<file path="src/rtl/fp_sum_seq.sv">
// fp_sum_seq: folds a valid/ready stream of binary32 operands into one sum per
// vector by sequencing two-operand additions on an external fp_add_sub.
module fp_sum_seq #(
  parameter int DEPTH   = 4,
  parameter int TIMEOUT = 64
) (
  input  logic        clk,
  input  logic        reset,
  input  logic [31:0] in_data,
  input  logic        in_valid,
  input  logic        in_last,
  output logic        in_ready,
  output logic [31:0] add_a1,
  output logic [31:0] add_a2,
  output logic        add_start,
  output logic        add_reset,
  input  logic [31:0] add_result,
  input  logic        add_done,
  output logic [31:0] sum_out,
  output logic        sum_valid,
  output logic        err,
  output logic        busy
);

  localparam int AW = (DEPTH > 1) ? $clog2(DEPTH) : 1;
  localparam int CW = (TIMEOUT > 1) ? $clog2(TIMEOUT) : 1;
  localparam logic [AW:0]   CNT_FULL = (AW+1)'(DEPTH);
  localparam logic [CW-1:0] TO_LAST  = CW'(TIMEOUT - 1);

  typedef enum logic [2:0] {
    S_IDLE, S_FETCH, S_ISSUE, S_WAIT, S_CLR, S_FLUSH, S_EMIT
  } state_t;

  logic [32:0]   mem_q [DEPTH];
  logic [AW-1:0] wr_ptr_q, wr_ptr_d, rd_ptr_q, rd_ptr_d;
  logic [AW:0]   count_q, count_d;
  logic          full, empty, push, pop;
  logic [31:0]   head_data;
  logic          head_last;

  state_t        state_q, state_d;
  logic [31:0]   acc_q, acc_d;
  logic [31:0]   a1_q, a1_d, a2_q, a2_d;
  logic [31:0]   sum_out_q, sum_out_d;
  logic          sum_valid_q, sum_valid_d;
  logic          err_q, err_d;
  logic          last_q, last_d;
  logic          abort_q, abort_d;
  logic [CW-1:0] cnt_q, cnt_d;

  assign full      = (count_q == CNT_FULL);
  assign empty     = (count_q == '0);
  assign in_ready  = !full;
  assign push      = in_valid && !full && !reset;
  assign head_data = mem_q[rd_ptr_q][31:0];
  assign head_last = mem_q[rd_ptr_q][32];

  always_ff @(posedge clk) begin
    if (push) mem_q[wr_ptr_q] <= {in_last, in_data};
  end

  always_comb begin
    wr_ptr_d = push ? wr_ptr_q + AW'(1) : wr_ptr_q;
    rd_ptr_d = pop  ? rd_ptr_q + AW'(1) : rd_ptr_q;
    count_d  = count_q;
    case ({push, pop})
      2'b10:   count_d = count_q + (AW+1)'(1);
      2'b01:   count_d = count_q - (AW+1)'(1);
      default: count_d = count_q;
    endcase
  end

  always_comb begin
    state_d     = state_q;
    acc_d       = acc_q;
    a1_d        = a1_q;
    a2_d        = a2_q;
    sum_out_d   = sum_out_q;
    sum_valid_d = 1'b0;
    err_d       = err_q;
    last_d      = last_q;
    abort_d     = abort_q;
    cnt_d       = cnt_q;
    pop         = 1'b0;
    case (state_q)
      S_IDLE: begin
        if (!empty) begin
          pop     = 1'b1;
          acc_d   = head_data;
          state_d = head_last ? S_EMIT : S_FETCH;
        end
      end
      S_FETCH: begin
        if (!empty) begin
          pop     = 1'b1;
          a1_d    = acc_q;
          a2_d    = head_data;
          last_d  = head_last;
          state_d = S_ISSUE;
        end
      end
      S_ISSUE: begin
        cnt_d   = '0;
        state_d = S_WAIT;
      end
      S_WAIT: begin
        if (add_done) begin
          acc_d   = add_result;
          state_d = S_CLR;
        end else if (cnt_q == TO_LAST) begin
          err_d   = 1'b1;
          abort_d = 1'b1;
          state_d = S_CLR;
        end else begin
          cnt_d = cnt_q + CW'(1);
        end
      end
      S_CLR: begin
        // The adder is cleared after every add, so the next start never overlaps it.
        if (abort_q && !last_q) begin
          state_d = S_FLUSH;
        end else if (abort_q) begin
          abort_d = 1'b0;
          state_d = S_IDLE;
        end else if (last_q) begin
          state_d = S_EMIT;
        end else begin
          state_d = S_FETCH;
        end
      end
      S_FLUSH: begin
        if (!empty) begin
          pop = 1'b1;
          if (head_last) begin
            abort_d = 1'b0;
            state_d = S_IDLE;
          end
        end
      end
      S_EMIT: begin
        sum_out_d   = acc_q;
        sum_valid_d = 1'b1;
        state_d     = S_IDLE;
      end
      default: state_d = S_IDLE;
    endcase
  end

  always_ff @(posedge clk) begin
    if (reset) begin
      wr_ptr_q    <= '0;
      rd_ptr_q    <= '0;
      count_q     <= '0;
      state_q     <= S_IDLE;
      acc_q       <= '0;
      a1_q        <= '0;
      a2_q        <= '0;
      sum_out_q   <= '0;
      sum_valid_q <= 1'b0;
      err_q       <= 1'b0;
      last_q      <= 1'b0;
      abort_q     <= 1'b0;
      cnt_q       <= '0;
    end else begin
      wr_ptr_q    <= wr_ptr_d;
      rd_ptr_q    <= rd_ptr_d;
      count_q     <= count_d;
      state_q     <= state_d;
      acc_q       <= acc_d;
      a1_q        <= a1_d;
      a2_q        <= a2_d;
      sum_out_q   <= sum_out_d;
      sum_valid_q <= sum_valid_d;
      err_q       <= err_d;
      last_q      <= last_d;
      abort_q     <= abort_d;
      cnt_q       <= cnt_d;
    end
  end

  assign add_a1    = a1_q;
  assign add_a2    = a2_q;
  assign add_start = (state_q == S_ISSUE);
  assign add_reset = reset || (state_q == S_CLR);
  assign sum_out   = sum_out_q;
  assign sum_valid = sum_valid_q;
  assign err       = err_q;
  assign busy      = (state_q != S_IDLE);

endmodule

</file>
<file path="config.mk">
export PLATFORM = sky130hd
export DESIGN_NAME = fp_sum_seq
export DESIGN_NICKNAME = d
export VERILOG_FILES = /design/src/rtl/fp_sum_seq.sv
export SDC_FILE = /design/constraint.sdc
export NUM_CORES = 1
export LEC_CHECK = 0
export CAP_MARGIN = 10
export CORE_ASPECT_RATIO = 0.5
export CORE_MARGIN = 10
export CORE_UTILIZATION = 30
export DETAILED_ROUTE_END_ITERATION = 6
export DONT_BUFFER_PORTS = 1
export SYNTH_ARGS = -nofsm -noshare
export SYNTH_HDL_FRONTEND = slang
export SYNTH_SLANG_ARGS = --single-unit
</file>
<file path="constraint.sdc">
create_clock -name clk -period 2.6 [get_ports clk]
set_input_delay 0.52 -clock clk [delete_from_list [all_inputs] [get_ports clk]]
set_output_delay 0.52 -clock clk [all_outputs]
set_load 0.05 [all_outputs]
</file>
==> flow_metrics.env <==
export IMPL_outcome="finished, final reports clean"
export IMPL_ys_seq_area_share_pct=64.1
export IMPL_clock_fmax_ghz=0.415
export IMPL_cp_start_kind="flip-flop"
export IMPL_setup_viol=0
export IMPL_cpMostUsedCell="inv_1"
export IMPL_rows=49
export IMPL_wl_per_cell_microns=19.4
export IMPL_r2r_end="count_q[2]"
export IMPL_synth_mux_area_share_pct=6.84
export IMPL_hold_path_startpoint="reset"
export IMPL_path_class="reg2reg"
export IMPL_final_cell_mix="nand2_1, dfxtp_1, edfxtp_1"
export IMPL_critPathMaxStageDelay_ns=0.47
export IMPL_drive_above_1_share_pct=14.9
export IMPL_grt_pass1_wl_mm=41.1
export IMPL_syn_nets=996
export IMPL_drc_errors=0
export IMPL_fillers=3496
export IMPL_power_density_mw_per_mm2=1040
export IMPL_overflow=0
export IMPL_drtIter0Drc=582
export IMPL_grt_use_total_pct=11.7
export IMPL_synth_distinct_cells=49
export IMPL_critPathMaxFanout=5
export IMPL_ys_ff_latch=282
export IMPL_cpMaxStageDelayCell="or3b_2"
export IMPL_ant_nets=0
export IMPL_ff2ff_setup_slack_ns=0.19
export IMPL_seqCellArea_sq_mm=0.00697
export IMPL_synth_compound_area_share_pct=11.0
export IMPL_maxSlewHeadroom_pct=55.6
export IMPL_core_area_sq_mm=0.0358
export IMPL_postRouteWirelength_mm=27.3
export IMPL_yosysTopAreaCell="edfxtp_1"
export IMPL_grt_max_degree=152
export IMPL_multi_input_area_sq_mm=0.00354
export IMPL_pwr_share_seq_pct=45.8
export IMPL_syn_avg_cell_area_sq_um=11.9
export IMPL_synthXorXnorAreaFrac_pct=0.403
export IMPL_synth_top_area_share_pct=36.5
export IMPL_drv_cap=0
export IMPL_async_flop_share_pct=0
export IMPL_whs_endpoint="add_a2[6]"
export IMPL_startpoint="count_q[2]"
export IMPL_post_route_period_util_pct=92.8
export IMPL_rr_worst_depth=10
export IMPL_finalClockSkew_ns=0.0166
export IMPL_yosys_area_share_simple_pct=13.0
export IMPL_p_leak_nw=3.89
export IMPL_synth_area_top_cells="edfxtp_1, dfxtp_1, nand2_1"
export IMPL_required_ns=3.06
export IMPL_rsz0062_at_grt="false"
export IMPL_antenna_found_initial=1
export IMPL_die_area_sq_mm=0.0447
export IMPL_clockBufferDepth=3
export IMPL_numCtsBuffers=29
export IMPL_holdPathStages=1
export IMPL_synth_area_sq_mm=0.0109
export IMPL_critPathArrivalTime_ns=2.88
export IMPL_power_share_clock_pct=30.7
export IMPL_netlist_instances=917
export IMPL_synth_flop_cell="dfxtp_1"
export IMPL_dieHeight_microns=155
export IMPL_peakVddDrop_mv=0.523
export IMPL_gp_congestion=0.824
export IMPL_final_setup_tns_ns=0
export IMPL_slew_viol_final=0
export IMPL_final_hold_viol_count=0
export IMPL_grt_pass1_vias=6579
export IMPL_synth_top_family_by_area="simple AND/OR/NAND/NOR gates"
export IMPL_power_internal_mw=8.55
export IMPL_hold_buffers=0
export IMPL_synth_edf_count=132
export IMPL_tritoncts="built"
export IMPL_syn_to_final_growth_pct=12.9
export IMPL_dp_hpwl_mm=18.6
export IMPL_final_common_cell="nand2_1"
export IMPL_fin_crit_ns=2.41
export IMPL_worst_slew_pin_slew_ns=0.665
export IMPL_utilization_pct=34.3
export IMPL_clk_pin_slew_worst_paths_ns=0.06
export IMPL_clock_sinks=282
export IMPL_io_pins=171
export IMPL_io_buffers=0
export IMPL_hold_class="in2reg"
export IMPL_ys_warn_count=0
export IMPL_crit_chain="or3b_2, nand2_1, nor2_1, inv_1, ha_1, inv_1, fa_1, xor2_1, or3_1, a21oi_1"
export IMPL_synth_adder_area_share_pct=1.22
export IMPL_nNetsFinal=983
export IMPL_die_w_microns=289
export IMPL_swShare_pct=33.2
export IMPL_cp_top_family="simple AND/OR/NAND/NOR gates"
export IMPL_clk_insertion_delay_late_ns=0.55
export IMPL_worstSetupEndpointType="flip-flop"
export IMPL_vias=6848
export IMPL_crit_buf_inv=2
export IMPL_htreeDepth=1
export IMPL_combPwrFrac_pct=23.5
export IMPL_start_util_pct=30.4
export IMPL_r2r_start="count_q[2]"
export IMPL_vias_per_cell=4.85
export IMPL_first_pass_iters=5
export IMPL_cts_root_buf="clkbuf_16"
export IMPL_switchingPower_mw=4.24
==> layer usage <==
metal,GRT usage (%),part of all wire [%],vias to the layer above
met3,2.00,4.6,53
li1,-,-,3212
met1,14.0,40,3420
met4,4.25,3.6,0
met2,20.8,52,163
met5,0,0,-
==> area by class of cell <==
cell class                 count  area share [%]
sequential                   282            56.8
inverter                      13           0.398
clock inverter                10           0.724
clock buffer                  43            6.67
antenna                        1          0.0204
tap                          484            4.94
timing repair buffer          21            1.59
multi-input combinational    557            28.8
==> synth_stat cells (2+ instances only) <==
| library cell | instances |
|---|---|
| nor3_1 | 3 |
| mux4_2 | 33 |
| o21ai_1 | 2 |
| a311oi_2 | 32 |
| or3_1 | 2 |
| edfxtp_1 | 132 |
| o21a_1 | 2 |
| a31oi_1 | 2 |
| a311oi_1 | 4 |
| clkbuf_1 | 26 |
| nand2_1 | 270 |
| nand2b_1 | 2 |
| buf_4 | 5 |
| dfxtp_1 | 150 |
| xnor2_1 | 3 |
| a21o_1 | 2 |
| nor2_1 | 44 |
| xor2_1 | 2 |
| o21ai_0 | 3 |
| buf_2 | 22 |
| buf_1 | 8 |
| nand3b_1 | 3 |
| a41oi_1 | 2 |
| a21oi_1 | 105 |
| buf_6 | 4 |
| ha_1 | 9 |
| nand3_1 | 8 |
| inv_1 | 13 |
| and2_1 | 4 |
==> worst max-delay path by stage <==
stage | cells past startpoint | endpoint
2_1_floorplan | 10 | count_q[2]
3_3_place_gp | 10 | count_q[2]
3_5_place_dp | 10 | count_q[2]
4_1_cts | 10 | count_q[2]
5_1_grt | 10 | count_q[2]
6_report | 10 | count_q[2]
==> stage by stage <==
stage	setup slack [ns]	cells	total power [mW]	area (sq um)	hold slack, ns
3_5_place_dp	0.149	1357	8.96	11400	0.455
2_1_floorplan	0.0674	917	8.29	10900	0.446
3_3_place_gp	0.199	1357	8.89	11400	0.452
5_1_grt	0.0349	1411	13.4	12300	0.0272
6_report	0.188	1411	12.8	12300	0.0540
4_1_cts	0.129	1410	12.9	12300	0.0289
==> power groups by stage <==
stage / Clock (mW) / Sequential, mW / Combinational [mW]
final: 3.93 / 5.86 / 3.00
after detailed placement: 0 / 5.96 / 3.01
after global placement: 0 / 5.94 / 2.95
after floorplan: 0 / 5.82 / 2.47
after CTS: 4.00 / 5.87 / 3.02
after global routing: 4.19 / 5.90 / 3.30
==> sequential cells by signal, summed over array words and instances (netlist names), 2 cells and up, named ones only <==
name / flops
acc_q: 32
state_q: 3
rd_ptr_q: 2
sum_out: 32
wr_ptr_q: 2
count_q: 3
cnt_q: 6
add_a1: 32
add_a2: 32
mem_q: 132
==> cell families after synthesis <==
| group | after synthesis |
|---|---|
| flops | 282 |
| simple gates | 348 |
| xor+xnor | 5 |
| fa+ha+maj | 10 |
| compound gates | 161 |
| mux | 33 |
| buf+inv | 78 |
==> repair_timing <==
action	CTS	global route
buffers inserted	0	0
resized for setup	0	1
endpoints found under the hold margin	0	0
endpoints found under the setup margin	0	1
No activity file was read; power rests on OpenSTA's default activity.
